--- config.mk ---
export PLATFORM = sky130hd
export DESIGN_NAME = align_shifter_pipe
export DESIGN_NICKNAME = d
export VERILOG_FILES = /design/src/rtl/fpadd_pkg.sv /design/src/rtl/shift_stage.sv /design/src/rtl/align_shifter_pipe.sv
export SDC_FILE = /design/constraint.sdc
export NUM_CORES = 1
export LEC_CHECK = 0
export BUFFER_PORTS_ARGS = -buffer_cell sky130_fd_sc_hd__buf_4
export CAP_MARGIN = 20
export CORE_MARGIN = 4
export CORE_UTILIZATION = 45
export CTS_CLUSTER_DIAMETER = 30
export CTS_CLUSTER_SIZE = 8
export DETAILED_ROUTE_END_ITERATION = 12
export GPL_ROUTABILITY_DRIVEN = 1
export GPL_TIMING_DRIVEN = 0
export PLACE_DENSITY_LB_ADDON = 0.08
export SYNTH_ARGS = -nofsm -noshare
export SYNTH_HDL_FRONTEND = slang
export SYNTH_SLANG_ARGS = --single-unit
--- constraint.sdc ---
create_clock -name clk -period 2 [get_ports clk]
set_clock_uncertainty 0.1 [all_clocks]
set_input_delay 0.5 -clock clk [delete_from_list [all_inputs] [get_ports clk]]
set_output_delay 0.5 -clock clk [all_outputs]
set_load 0.03 [all_outputs]
--- src/rtl/fpadd_pkg.sv ---
// Shared definitions for the floating-point adder datapath.
package fpadd_pkg;

  // Shift mode encodings; 2'b11 is reserved and behaves like SHIFT_RLOG.
  typedef enum logic [1:0] {
    SHIFT_RLOG = 2'b00,
    SHIFT_RARI = 2'b01,
    SHIFT_LLOG = 2'b10
  } shift_mode_e;

  // Default mantissa width of the adder.
  localparam int unsigned MANT_W = 11;

endpackage

--- src/rtl/shift_stage.sv ---
// One alignment-shifter layer (shift by 2^K) plus its pipeline register.
module shift_stage
  import fpadd_pkg::*;
#(
  parameter int unsigned WIDTH   = MANT_W,
  parameter int unsigned SHAMT_W = 5,
  parameter int unsigned K       = 0
) (
  input  logic               clk,
  input  logic               rst_n,
  input  logic               en,
  input  logic               valid_in,
  input  logic [WIDTH-1:0]   data_in,
  input  logic               lost_in,
  input  logic               sign_in,
  input  logic [1:0]         mode_in,
  input  logic [SHAMT_W-1:0] diff_in,
  output logic               valid_out,
  output logic [WIDTH-1:0]   data_out,
  output logic               lost_out,
  output logic               sign_out,
  output logic [1:0]         mode_out,
  output logic [SHAMT_W-1:0] diff_out
);

  localparam int unsigned S = 1 << K;
  // Bits discarded by this layer; a shift wider than the word drops all of it.
  localparam int unsigned LOST_N = (S < WIDTH) ? S : WIDTH;

  logic             fill;
  logic [WIDTH-1:0] layer_data;
  logic             layer_lost;

  // Shift layer: pass through, or shift by S and fold discarded bits into lost.
  always_comb begin
    fill       = (mode_in == SHIFT_RARI) & sign_in;
    layer_data = data_in;
    layer_lost = lost_in;
    if (diff_in[K]) begin
      if (mode_in == SHIFT_LLOG) begin
        layer_data = data_in << S;
        layer_lost = lost_in | (|data_in[WIDTH-1 -: LOST_N]);
      end else begin
        // Vacated top bits take the fill value (sign for arithmetic, else 0).
        layer_data = (data_in >> S) | (fill ? ~({WIDTH{1'b1}} >> S) : '0);
        layer_lost = lost_in | (|data_in[LOST_N-1:0]);
      end
    end
  end

  // Stage register: advances with the whole pipe, holds on stall.
  always_ff @(posedge clk or negedge rst_n) begin
    if (!rst_n) begin
      valid_out <= 1'b0;
      data_out  <= '0;
      lost_out  <= 1'b0;
      sign_out  <= 1'b0;
      mode_out  <= 2'b00;
      diff_out  <= '0;
    end else if (en) begin
      valid_out <= valid_in;
      data_out  <= layer_data;
      lost_out  <= layer_lost;
      sign_out  <= sign_in;
      mode_out  <= mode_in;
      diff_out  <= diff_in;
    end
  end

endmodule

--- src/rtl/align_shifter_pipe.sv ---
// Pipelined alignment shifter: one registered layer per shift-amount bit,
// valid/ready handshake with whole-pipe stall on backpressure.
module align_shifter_pipe
  import fpadd_pkg::*;
#(
  parameter int unsigned WIDTH   = MANT_W,
  parameter int unsigned SHAMT_W = 5
) (
  input  logic               clk,
  input  logic               rst_n,
  input  logic               in_valid,
  output logic               in_ready,
  input  logic [WIDTH-1:0]   inp,
  input  logic [SHAMT_W-1:0] diff,
  input  logic [1:0]         mode,
  output logic               out_valid,
  input  logic               out_ready,
  output logic [WIDTH-1:0]   shifted_num,
  output logic               lost
);

  // Index 0 is the input side; index k+1 is the register of stage k.
  logic               v_s  [SHAMT_W+1];
  logic [WIDTH-1:0]   d_s  [SHAMT_W+1];
  logic               l_s  [SHAMT_W+1];
  logic               sg_s [SHAMT_W+1];
  logic [1:0]         m_s  [SHAMT_W+1];
  logic [SHAMT_W-1:0] df_s [SHAMT_W+1];

  logic stall;

  assign v_s[0]  = in_valid;
  assign d_s[0]  = inp;
  assign l_s[0]  = 1'b0;
  assign sg_s[0] = inp[WIDTH-1];
  assign m_s[0]  = mode;
  assign df_s[0] = diff;

  // Handshake: the pipe only stalls when the result is held by the consumer.
  always_comb begin
    stall    = out_valid & ~out_ready;
    in_ready = ~stall;
  end

  for (genvar k = 0; k < SHAMT_W; k++) begin : g_stage
    shift_stage #(
      .WIDTH   (WIDTH),
      .SHAMT_W (SHAMT_W),
      .K       (k)
    ) u_stage (
      .clk       (clk),
      .rst_n     (rst_n),
      .en        (in_ready),
      .valid_in  (v_s[k]),
      .data_in   (d_s[k]),
      .lost_in   (l_s[k]),
      .sign_in   (sg_s[k]),
      .mode_in   (m_s[k]),
      .diff_in   (df_s[k]),
      .valid_out (v_s[k+1]),
      .data_out  (d_s[k+1]),
      .lost_out  (l_s[k+1]),
      .sign_out  (sg_s[k+1]),
      .mode_out  (m_s[k+1]),
      .diff_out  (df_s[k+1])
    );
  end

  assign out_valid   = v_s[SHAMT_W];
  assign shifted_num = d_s[SHAMT_W];
  assign lost        = l_s[SHAMT_W];

endmodule

==> results of run 1 <==
==> final timing paths <==
check                                                             endpoint                                  startpoint  slack, ns  cells past startpoint
max in group asynchronous       g_stage[2].u_stage.data_out[3]$_DFFE_PN0N_                                       rst_n       0.74                      3
min in group asynchronous       g_stage[0].u_stage.diff_out[1]$_DFFE_PN0N_                                       rst_n       0.45                      2
worst min-delay path            g_stage[0].u_stage.diff_out[3]$_DFFE_PN0N_                                     diff[3]       0.23                      3
worst max register to register  g_stage[3].u_stage.data_out[8]$_DFFE_PN0N_    g_stage[4].u_stage.valid_out$_DFFE_PN0N_       0.37                      5
worst min register to register  g_stage[3].u_stage.mode_out[1]$_DFFE_PN0N_  g_stage[3].u_stage.mode_out[1]$_DFFE_PN0N_       0.37                      2
worst max-delay path                                              in_ready    g_stage[4].u_stage.valid_out$_DFFE_PN0N_       0.17                      3
==> per-layer routing <==
metal	wire length [um]	up-vias
met2	4660	52
li1	-	1712
met1	5170	1691
met5	0	-
met3	242	13
met4	148	0
==> cells in the final DEF, fill, tap and decap left out, drive strengths merged, types with 7 or more instances in the layout <==
| master | netlist | final |
|---|---|---|
| nand2 | 121 | 121 |
| dfrtp | 87 | 87 |
| buf | 26 | 62 |
| o21ai | 60 | 60 |
| clkbuf | 19 | 28 |
| a211oi | 21 | 21 |
| nor2b | 20 | 20 |
| and3b | 19 | 19 |
| nor2 | 13 | 13 |
| inv | 9 | 12 |
| o22a | 11 | 11 |
| a31oi | 7 | 7 |
| a2bb2oi | 7 | 7 |
==> cell families (layout without fill, tap and decap cells) <==
family,Yosys count,after routing,synth area share
buf+inv,55,107,0.0636
simple gates,196,196,0.222
flops,87,87,0.510
compound gates,128,128,0.197
mux,3,3,0.00849
==> critical path, stage by stage (launching register included) <==
cell     delay (ns)
dfrtp_1        0.39
nor2b_4        0.15
inv_4          0.14
buf_4          0.19
==> report_power, final <==
group	leakage, nW	switching, W	internal (W)	total [W]
clock network	0.0875	0.000681	0.000503	0.00118
registers	1.05	0.000669	0.00254	0.00321
logic	1.16	0.00171	0.00133	0.00305
total	2.30	0.00306	0.00438	0.00744
==> metrics by stage <==
| step | util | instance area [um^2] | hold slack [ns] |
|---|---|---|---|
| final | 0.533 | 4930 | 0.233 |
| after global routing | 0.533 | 4930 | 0.254 |
| after CTS | 0.528 | 4880 | 0.225 |
| after detailed placement | 0.508 | 4700 | 0.348 |
| after global placement | 0.508 | 4700 | 0.346 |
| after floorplan | - | 4270 | 0.104 |
==> final cells by class <==
cell class                 instances  share of cell area
clock inverter                     6              0.0104
buffer                            44              0.0467
tap                              129              0.0328
multi-input combinational        327               0.371
clock buffer                      10              0.0279
sequential                        87               0.442
timing repair buffer              37              0.0610
inverter                          10             0.00813
==> flip-flops by register name, indices dropped and copies added (netlist names) <==
name / count
g_stage.u_stage.data_out: 55
g_stage.u_stage.diff_out: 10
g_stage.u_stage.mode_out: 8
g_stage.u_stage.lost_out: 5
g_stage.u_stage.valid_out: 5
g_stage.u_stage.sign_out: 4
==> Yosys cell counts <==
master and n:
nand2_1 121, dfrtp_1 87, o21ai_0 60, a211oi_1 21, and3b_1 19, clkbuf_1 19
nor2b_1 19, buf_2 13, nor2_1 13, buf_4 11, o22a_1 11, inv_1 8
a2bb2oi_1 7, a31oi_1 7, nand2b_1 6, o31ai_1 6, nor4_1 5, o211a_1 5
nor3_1 4, o22ai_1 4, a21oi_1 3, nand3b_1 2, nand4b_1 2, o31a_1 2
and2_0 1, and3_1 1, buf_1 1, buf_6 1, clkinv_1 1, inv_2 1
mux2_2 1, mux2_4 1, mux2i_1 1, nor2b_2 1, nor4b_1 1, o221a_2 1
o311ai_2 1, or4_1 1
==> timing repair <==
action                                  in CTS  in global routing
pin swaps                                    0                  0
gates resized for setup                      0                  3
gates cloned                                 0                  0
endpoints found under the hold margin        0                 14
setup buffers                                0                  0
hold buffers                                 0                  1
endpoints found under the setup margin       1                  1
==> out/metrics.yaml, run 1 <==
die:
  fp.dieH_um: 105
  die_w_um: 105
  ioPinCount: 36
  die_area_um2: 11100
  core_um2: 9240
  start_util: 0.462
  row_count: 35
detailed_routing:
  initialDrtViolationCount: 228
  drcViolationCount: 0
  drt_first_pass_iters: 4
  final_antenna_net_count: 0
  via_count: 3468
  wirelength_mm: 10.2
  routedWlPerCell_um: 15.7
  vias_per_cell: 5.34
place:
  io_buffers: 35
  dpl.hpwl_mm: 7.37
  preCtsSetupSlack_ns: -0.0454
  place_congestion: 0.856
  dp_cells: 633
power:
  max-vdd-ir-drop_mv: 0.840
  p_leak_nw: 2.30
  power_w: 0.00744
  power.density_nw_per_um2: 1510
outcome:
  status: "complete, no violations"
synthesis:
  synth_seq_area_share: 0.510
  syn_nets: 491
  synth.top_cells.by_area: "dfrtp_1, nand2_1, o21ai_0"
  synth_top_area_frac: 0.510
  ys_seq_elements: 87
  synth_cell_type_count: 38
  syn_area_um2: 4270
  postSynthAreaPerCell_um2: 9.11
  synthCells: 469
  synth_top_area_cell: "dfrtp_1"
  yosysWarnings: 0
grt:
  grt_max_degree: 88
  track_usage: 0.197
  grt_pass1_vias: 3514
  antenna_found_initial: 0
  busiest_layer: "met2"
  met1_usage: 0.294
  grt_pass1_wl_mm: 17.8
  grt_util_met3: 0.0239
  overflow: 0
  use_met2: 0.300
sta:
  setup_viol: 0
  grt_setup_unrepaired: "false"
  layout_min_cycle_time_ns: 1.83
  finalCritPeriodShare: 0.913
  drv_slew: 0
  finalHoldViolCount: 0
  timing.final.ws_setup_ns: 0.174
  slew_headroom: 0.601
  fmax_mhz: 548
  worst_pin_slew_ns: 0.599
  finalSetupTns_ns: 0
finish:
  multi_input_area_um2: 1830
  nets: 538
  fillCellCount: 885
  final_cells: 650
  drive_gt1_frac: 0.159
  regArea_um2: 2180
  syn2layout_area_growth_pct: 15.3
  insertedDiodeCount: 0
cts:
  cts.reportedPaths.clkPinSlew_ns: 0.09
  cts_max_path_buffers: 2
  root_buffer: "clkbuf_8"
  cts_made_buffers: 9
  cts-htree-levels: 3
  cts_sinks: 87
  clock_latency_ns: 0.36
  cts_tree: "done"
min_path:
  hp-class: "primary input to flop"
critical_path:
  critical_path_class: "flop to output port"
  cp-end-kind: "output port"
  cp.arrival_ns: 1.23
  crit_required_ns: 1.40
  worst-path-max-fanout: 17
  start_kind: "flop"
flow_run:
  max_cap_viol_count: 0
No activity file was read; power rests on OpenSTA's default activity.
==> run 2, diff against run 1 <==
--- a/config.mk
+++ b/config.mk
@@ -9,3 +9,3 @@
 export CAP_MARGIN = 20
-export CORE_MARGIN = 4
+export CORE_MARGIN = 2
 export CORE_UTILIZATION = 45
@@ -19,2 +19,3 @@
 export SYNTH_HDL_FRONTEND = slang
+export SYNTH_HIERARCHICAL = 1
 export SYNTH_SLANG_ARGS = --single-unit
--- a/constraint.sdc
+++ b/constraint.sdc
@@ -4,2 +4,2 @@
 set_output_delay 0.5 -clock clk [all_outputs]
-set_load 0.03 [all_outputs]
+set_load 0.05 [all_outputs]
==> out/metrics.yaml, run 2 <==
die:
  die_area_um2: 10300  # was 11100 um^2
  row_count: 35  # unchanged
  ioPinCount: 36  # unchanged
  fp.dieH_um: 102  # was 105 um
  die_w_um: 102  # was 105 um
  start_util: 0.464  # was 0.462
  core_um2: 9240  # unchanged
critical_path:
  cp-end-kind: "output port"  # unchanged
  worst-path-max-fanout: 21  # was 17
  start_kind: "flop"  # unchanged
  critical_path_class: "flop to output port"  # unchanged
  cp.arrival_ns: 1.29  # was 1.23 ns
  crit_required_ns: 1.40  # about the same
synthesis:
  postSynthAreaPerCell_um2: 11.2  # was 9.11 um^2
  syn_area_um2: 4280  # was 4270 um^2
  syn_nets: 405  # was 491
  synthCells: 383  # was 469
  yosysWarnings: 6  # was 0
outcome:
  status: "complete, no violations"  # unchanged
grt:
  overflow: 0  # unchanged
  antenna_found_initial: 0  # unchanged
  grt_max_degree: 88  # unchanged
  track_usage: 0.189  # was 0.197
  grt_pass1_vias: 2957  # was 3514
  grt_pass1_wl_mm: 15.1  # was 17.8 mm
place:
  dp_cells: 547  # was 633
  preCtsSetupSlack_ns: -0.0481  # was -0.0454 ns
  io_buffers: 35  # unchanged
  dpl.hpwl_mm: 6.46  # was 7.37 mm
  place_congestion: 0.757  # was 0.856
power:
  combPwrFrac: 0.403  # was 0.409
  switching_power_w: 0.00303  # was 0.00306 W
  power.density_nw_per_um2: 1600  # was 1510 nW/um^2
  p_leak_nw: 2.31  # was 2.30 nW
  p_int_w: 0.00499  # was 0.00438 W
  power_w: 0.00801  # was 0.00744 W
  p_clk_frac: 0.201  # was 0.159
  power_frac_seq: 0.396  # was 0.431
  power.share.switching: 0.378  # was 0.412
  max-vdd-ir-drop_mv: 0.671  # was 0.840 mV
finish:
  nets: 453  # was 538
  syn2layout_area_growth_pct: 17.2  # was 15.3%
  max_flop_register: "g_stage.u_stage/data_out"  # was g_stage.u_stage.data_out
  insertedDiodeCount: 0  # unchanged
  final_cell_mix: "dfrtp_1, buf_4, a31oi_1, mux2_2, nor2b_1"  # was nand2_1, dfrtp_1, o21ai_0, buf_4, a211oi_1
  final_cells: 565  # was 650
  final_common_cell: "dfrtp_1"  # was nand2_1
  drive_gt1_frac: 0.289  # was 0.159
  largest_reg_flops: 55  # unchanged
  reg_top3: "g_stage.u_stage/data_out x55, g_stage.u_stage/diff_out x10, g_stage.u_stage/mode_out x8"  # was g_stage.u_stage.data_out x55, g_stage.u_stage.diff_out x10, g_stage.u_stage.mode_out x8
detailed_routing:
  drt_first_pass_iters: 4  # unchanged
  final_antenna_net_count: 0  # unchanged
  via_count: 3070  # was 3468
  wirelength_mm: 9.14  # was 10.2 mm
  drcViolationCount: 0  # unchanged
  initialDrtViolationCount: 86  # was 228
  vias_per_cell: 5.43  # was 5.34
  routedWlPerCell_um: 16.2  # was 15.7 um
cts:
  clock_latency_ns: 0.36  # about the same
  cts_sinks: 87  # unchanged
  cts-htree-levels: 3  # unchanged
  cts_max_path_buffers: 2  # unchanged
  cts_made_buffers: 9  # unchanged
  cts_tree: "done"  # unchanged
  cts.reportedPaths.clkPinSlew_ns: 0.09  # about the same
  cts_setup_buffers: 0  # unchanged
  cts_resized: 0  # unchanged
  root_buffer: "clkbuf_8"  # unchanged
sta:
  fmax_mhz: 530  # was 548 MHz
  setup_viol: 0  # unchanged
  timing.final.ws_setup_ns: 0.113  # was 0.174 ns
  finalHoldViolCount: 0  # unchanged
  grt_setup_unrepaired: "false"  # unchanged
  hold_ws_ns: 0.270  # was 0.233 ns
  finalCritPeriodShare: 0.944  # was 0.913
  drv_slew: 0  # unchanged
  layout_min_cycle_time_ns: 1.89  # was 1.83 ns
flow_run:
  max_cap_viol_count: 0  # unchanged
min_path:
  hp-class: "primary input to flop"  # unchanged
## run 2: power by group through the flow
stage	logic (W)	clock network [W]	registers [W]
floorplan	0.00211	0	0.00340
global placement	0.00316	0	0.00320
global route	0.00352	0.00173	0.00331
detailed placement	0.00321	0	0.00323
CTS	0.00323	0.00164	0.00319
finish	0.00323	0.00161	0.00318
## run 2: final timing paths
path                                                           from                                          to  slack [ns]  cells past startpoint
max in group asynchronous                                     rst_n  g_stage[1].u_stage/diff_out[2]$_DFFE_PN0P_        0.77                      3
max                        g_stage[4].u_stage/valid_out$_DFFE_PN0P_                                    in_ready        0.11                      2
min reg2reg                g_stage[2].u_stage/valid_out$_DFFE_PN0P_    g_stage[3].u_stage/valid_out$_DFFE_PN0P_        0.41                      1
max reg2reg                g_stage[4].u_stage/valid_out$_DFFE_PN0P_     g_stage[3].u_stage/lost_out$_DFFE_PN0P_        0.17                      5
min                                                        in_valid    g_stage[0].u_stage/valid_out$_DFFE_PN0P_        0.27                      2
min in group asynchronous                                     rst_n  g_stage[4].u_stage/data_out[9]$_DFFE_PN0P_        0.42                      2
## run 2: timing repair
action / 4_1_cts / 5_1_grt
hold buffers: 0 / 1
hold endpoints to repair: 0 / 13
endpoints found under the setup margin: 0 / 0
## run 2: layout make-up
cell class                      instances  area, um^2
Buffer                                 24         191
Clock buffer                            9         124
Clock inverter                          7         143
Fill cell                             838        4220
Inverter                               10        37.5
Multi-Input combinational cell        262        1890
Sequential cell                        87        2180
Tap cell                              129         161
Timing Repair Buffer                   37         300
## run 2: routing by layer
layer / track usage / share of wire / vias to the layer above
li1: - / - / 1474
met3: 0.0269 / 0.025 / 13
met2: 0.305 / 0.49 / 56
met1: 0.261 / 0.48 / 1527
met5: 0 / 0 / -
met4: 0.0707 / 0.012 / 0
## run 2: through the flow
| stage | util | cell area, um^2 | setup TNS, ns |
|---|---|---|---|
| global placement | 0.510 | 4720 | -0.0334 |
| finish | 0.543 | 5020 | 0 |
| detailed placement | 0.510 | 4720 | -0.0481 |
| floorplan | - | 4290 | 0 |
| CTS | 0.539 | 4980 | 0 |
| global route | 0.543 | 5020 | 0 |
## run 2: critical path: stages (launching register included)
cell	delay, ns
dfrtp_2	0.44
nand2b_4	0.23
buf_4	0.25
==> run 3, diff against run 2 <==
Settings changed: CAP_MARGIN 20 to 25, GPL_TIMING_DRIVEN 0 to unset.
==> out/metrics.yaml, run 3 (synthesis results as in run 2) <==
cts:
  root_buffer: "clkbuf_8"  # unchanged
  cts_max_path_buffers: 2  # unchanged
  cts_sinks: 87  # unchanged
  cts-htree-levels: 3  # unchanged
  clock_latency_ns: 0.36  # about the same
  cts_setup_buffers: 0  # unchanged
  cts.reportedPaths.clkPinSlew_ns: 0.10  # was 0.09 ns
  cts_made_buffers: 9  # unchanged
  cts_tree: "done"  # unchanged
flow_run:
  max_cap_viol_count: 0  # unchanged
finish:
  max_flop_register: "g_stage.u_stage/data_out"  # unchanged
  largest_reg_flops: 55  # unchanged
  insertedDiodeCount: 0  # unchanged
  nets: 442  # was 453
  syn2layout_area_growth_pct: 14.5  # was 17.2%
  reg_top3: "g_stage.u_stage/data_out x55, g_stage.u_stage/diff_out x10, g_stage.u_stage/mode_out x8"  # unchanged
  drive_gt1_frac: 0.275  # was 0.289
  final_common_cell: "dfrtp_1"  # unchanged
  fillCellCount: 837  # was 838
  final_cell_mix: "dfrtp_1, buf_4, a31oi_1, mux2_2, nor2b_1"  # unchanged
grt:
  overflow: 0  # unchanged
  antenna_found_initial: 0  # unchanged
  track_usage: 0.183  # was 0.189
  grt_pass1_wl_mm: 14.9  # was 15.1 mm
  grt_pass1_vias: 3014  # was 2957
  grt_max_degree: 36  # was 88
detailed_routing:
  wirelength_mm: 8.61  # was 9.14 mm
  final_antenna_net_count: 0  # unchanged
  initialDrtViolationCount: 85  # was 86
  vias_per_cell: 5.33  # was 5.43
  via_count: 2954  # was 3070
  drt_first_pass_iters: 4  # unchanged
  routedWlPerCell_um: 15.5  # was 16.2 um
  drcViolationCount: 0  # unchanged
min_path:
  whs_path_depth: 2  # unchanged
  hp-class: "primary input to flop"  # unchanged
  holdCritStartpoint: "in_valid"  # unchanged
  holdPathEnd: "g_stage[0].u_stage/valid_out$_DFFE_PN0P_"  # unchanged
power:
  switching_power_w: 0.00299  # was 0.00303 W
  p_leak_nw: 2.24  # was 2.31 nW
  p_clk_frac: 0.181  # was 0.201
  power_frac_seq: 0.424  # was 0.396
  power.share.switching: 0.390  # was 0.378
  combPwrFrac: 0.396  # was 0.403
  max-vdd-ir-drop_mv: 0.633  # was 0.671 mV
  p_int_w: 0.00467  # was 0.00499 W
  power.density_nw_per_um2: 1560  # was 1600 nW/um^2
critical_path:
  rr_endpoint: "g_stage[4].u_stage/data_out[9]$_DFFE_PN0P_"  # was g_stage[3].u_stage/lost_out$_DFFE_PN0P_
  r2r_start: "g_stage[4].u_stage/valid_out$_DFFE_PN0P_"  # unchanged
  worst-path-max-fanout: 14  # was 21
  critical_path_class: "flop to output port"  # unchanged
  cp.arrival_ns: 1.24  # was 1.29 ns
  r2r_slack_ns: 0.25  # was 0.17 ns
  cp-end-kind: "output port"  # unchanged
  worst-r2r-cell-count: 4  # was 5
  start_kind: "flop"  # unchanged
  crit_required_ns: 1.40  # about the same
outcome:
  status: "complete, no violations"  # unchanged
sta:
  finalHoldViolCount: 0  # unchanged
  setup_viol: 0  # unchanged
  finalCritPeriodShare: 0.920  # was 0.944
  timing.final.ws_setup_ns: 0.159  # was 0.113 ns
  finalSetupTns_ns: 0  # unchanged
  grt_setup_unrepaired: "false"  # unchanged
  drv_slew: 0  # unchanged
  layout_min_cycle_time_ns: 1.84  # was 1.89 ns
  fmax_mhz: 543  # was 530 MHz
place:
  preCtsSetupSlack_ns: 0.0697  # was -0.0481 ns
  place_congestion: 0.831  # was 0.757
  io_buffers: 35  # unchanged
  dpl.hpwl_mm: 6.16  # was 6.46 mm
die:
  ioPinCount: 36  # unchanged
  fp.dieH_um: 102  # unchanged
  die_w_um: 102  # unchanged
  core_um2: 9240  # unchanged
  die_area_um2: 10300  # unchanged
  row_count: 35  # unchanged
  start_util: 0.464  # unchanged
==> run 3: cell count changes in the layout (fill, tap and decap cells not counted), moves of 2 or more <==
cell / delta
buf_12: +3
buf_2: -9
buf_4: +7
buf_6: -7
buf_8: -2
bufinv_16: -2
clkbuf_1: -2
clkinvlp_4: +2
==> run 3: layout make-up <==
type                    instances  area (um^2)  area share
clock inverters                 7          104      0.0212
repair buffers                 50          415      0.0847
multi-input cells             262         1890       0.384
well taps                     129          161      0.0329
inverters                      10         37.5     0.00765
clock buffers                   9          124      0.0252
flip-flops and latches         87         2180       0.444
==> run 3: worst max path at each step <==
stage | startpoint | endpoint | slack [ns]
after floorplan | g_stage[4].u_stage/valid_out$_DFFE_PN0P_ | g_stage[3].u_stage/lost_out$_DFFE_PN0P_ | 0.07
after global placement | out_ready | g_stage[4].u_stage/data_out[0]$_DFFE_PN0P_ | 0.11
after detailed placement | out_ready | g_stage[4].u_stage/data_out[9]$_DFFE_PN0P_ | 0.07
after CTS | g_stage[4].u_stage/valid_out$_DFFE_PN0P_ | in_ready | 0.14
after global routing | g_stage[4].u_stage/valid_out$_DFFE_PN0P_ | in_ready | 0.09
final | g_stage[4].u_stage/valid_out$_DFFE_PN0P_ | in_ready | 0.16
==> run 3: power by group through the flow <==
| stage | clock, W | sequential (W) | combinational [W] |
|---|---|---|---|
| final | 0.00138 | 0.00324 | 0.00303 |
| after CTS | 0.00143 | 0.00325 | 0.00305 |
| after global placement | 0 | 0.00328 | 0.00298 |
| after floorplan | 0 | 0.00340 | 0.00211 |
| after global routing | 0.00151 | 0.00336 | 0.00333 |
| after detailed placement | 0 | 0.00329 | 0.00304 |
==> run 3: layer usage <==
metal / wire [um] / vias to the layer above / GRT usage
met5: 0 / - / 0
met3: 228 / 10 / 0.0338
li1: - / 1458 / -
met1: 4270 / 1438 / 0.259
met2: 3980 / 48 / 0.280
met4: 129 / 0 / 0.0665
==> run 3: metrics by stage <==
step,instance area [um^2],std cells,utilization,hold WS [ns],power [W]
after floorplan,4290,383,-,0.104,0.00551
after global placement,4670,537,0.505,0.348,0.00626
after detailed placement,4670,537,0.505,0.351,0.00633
after CTS,4910,554,0.531,0.248,0.00773
after global routing,4910,554,0.531,0.245,0.00820
final,4910,554,0.531,0.260,0.00765
==> run 3: critical path, stage by stage, from the launching register on <==
cell and delay (ns):
dfrtp_2 0.44, nand2b_4 0.20, buf_4 0.24
==> run 3: timing repair <==
item,in CTS,in global routing
endpoints found under the hold margin,26,0
resized for setup,0,0
hold buffers,1,0
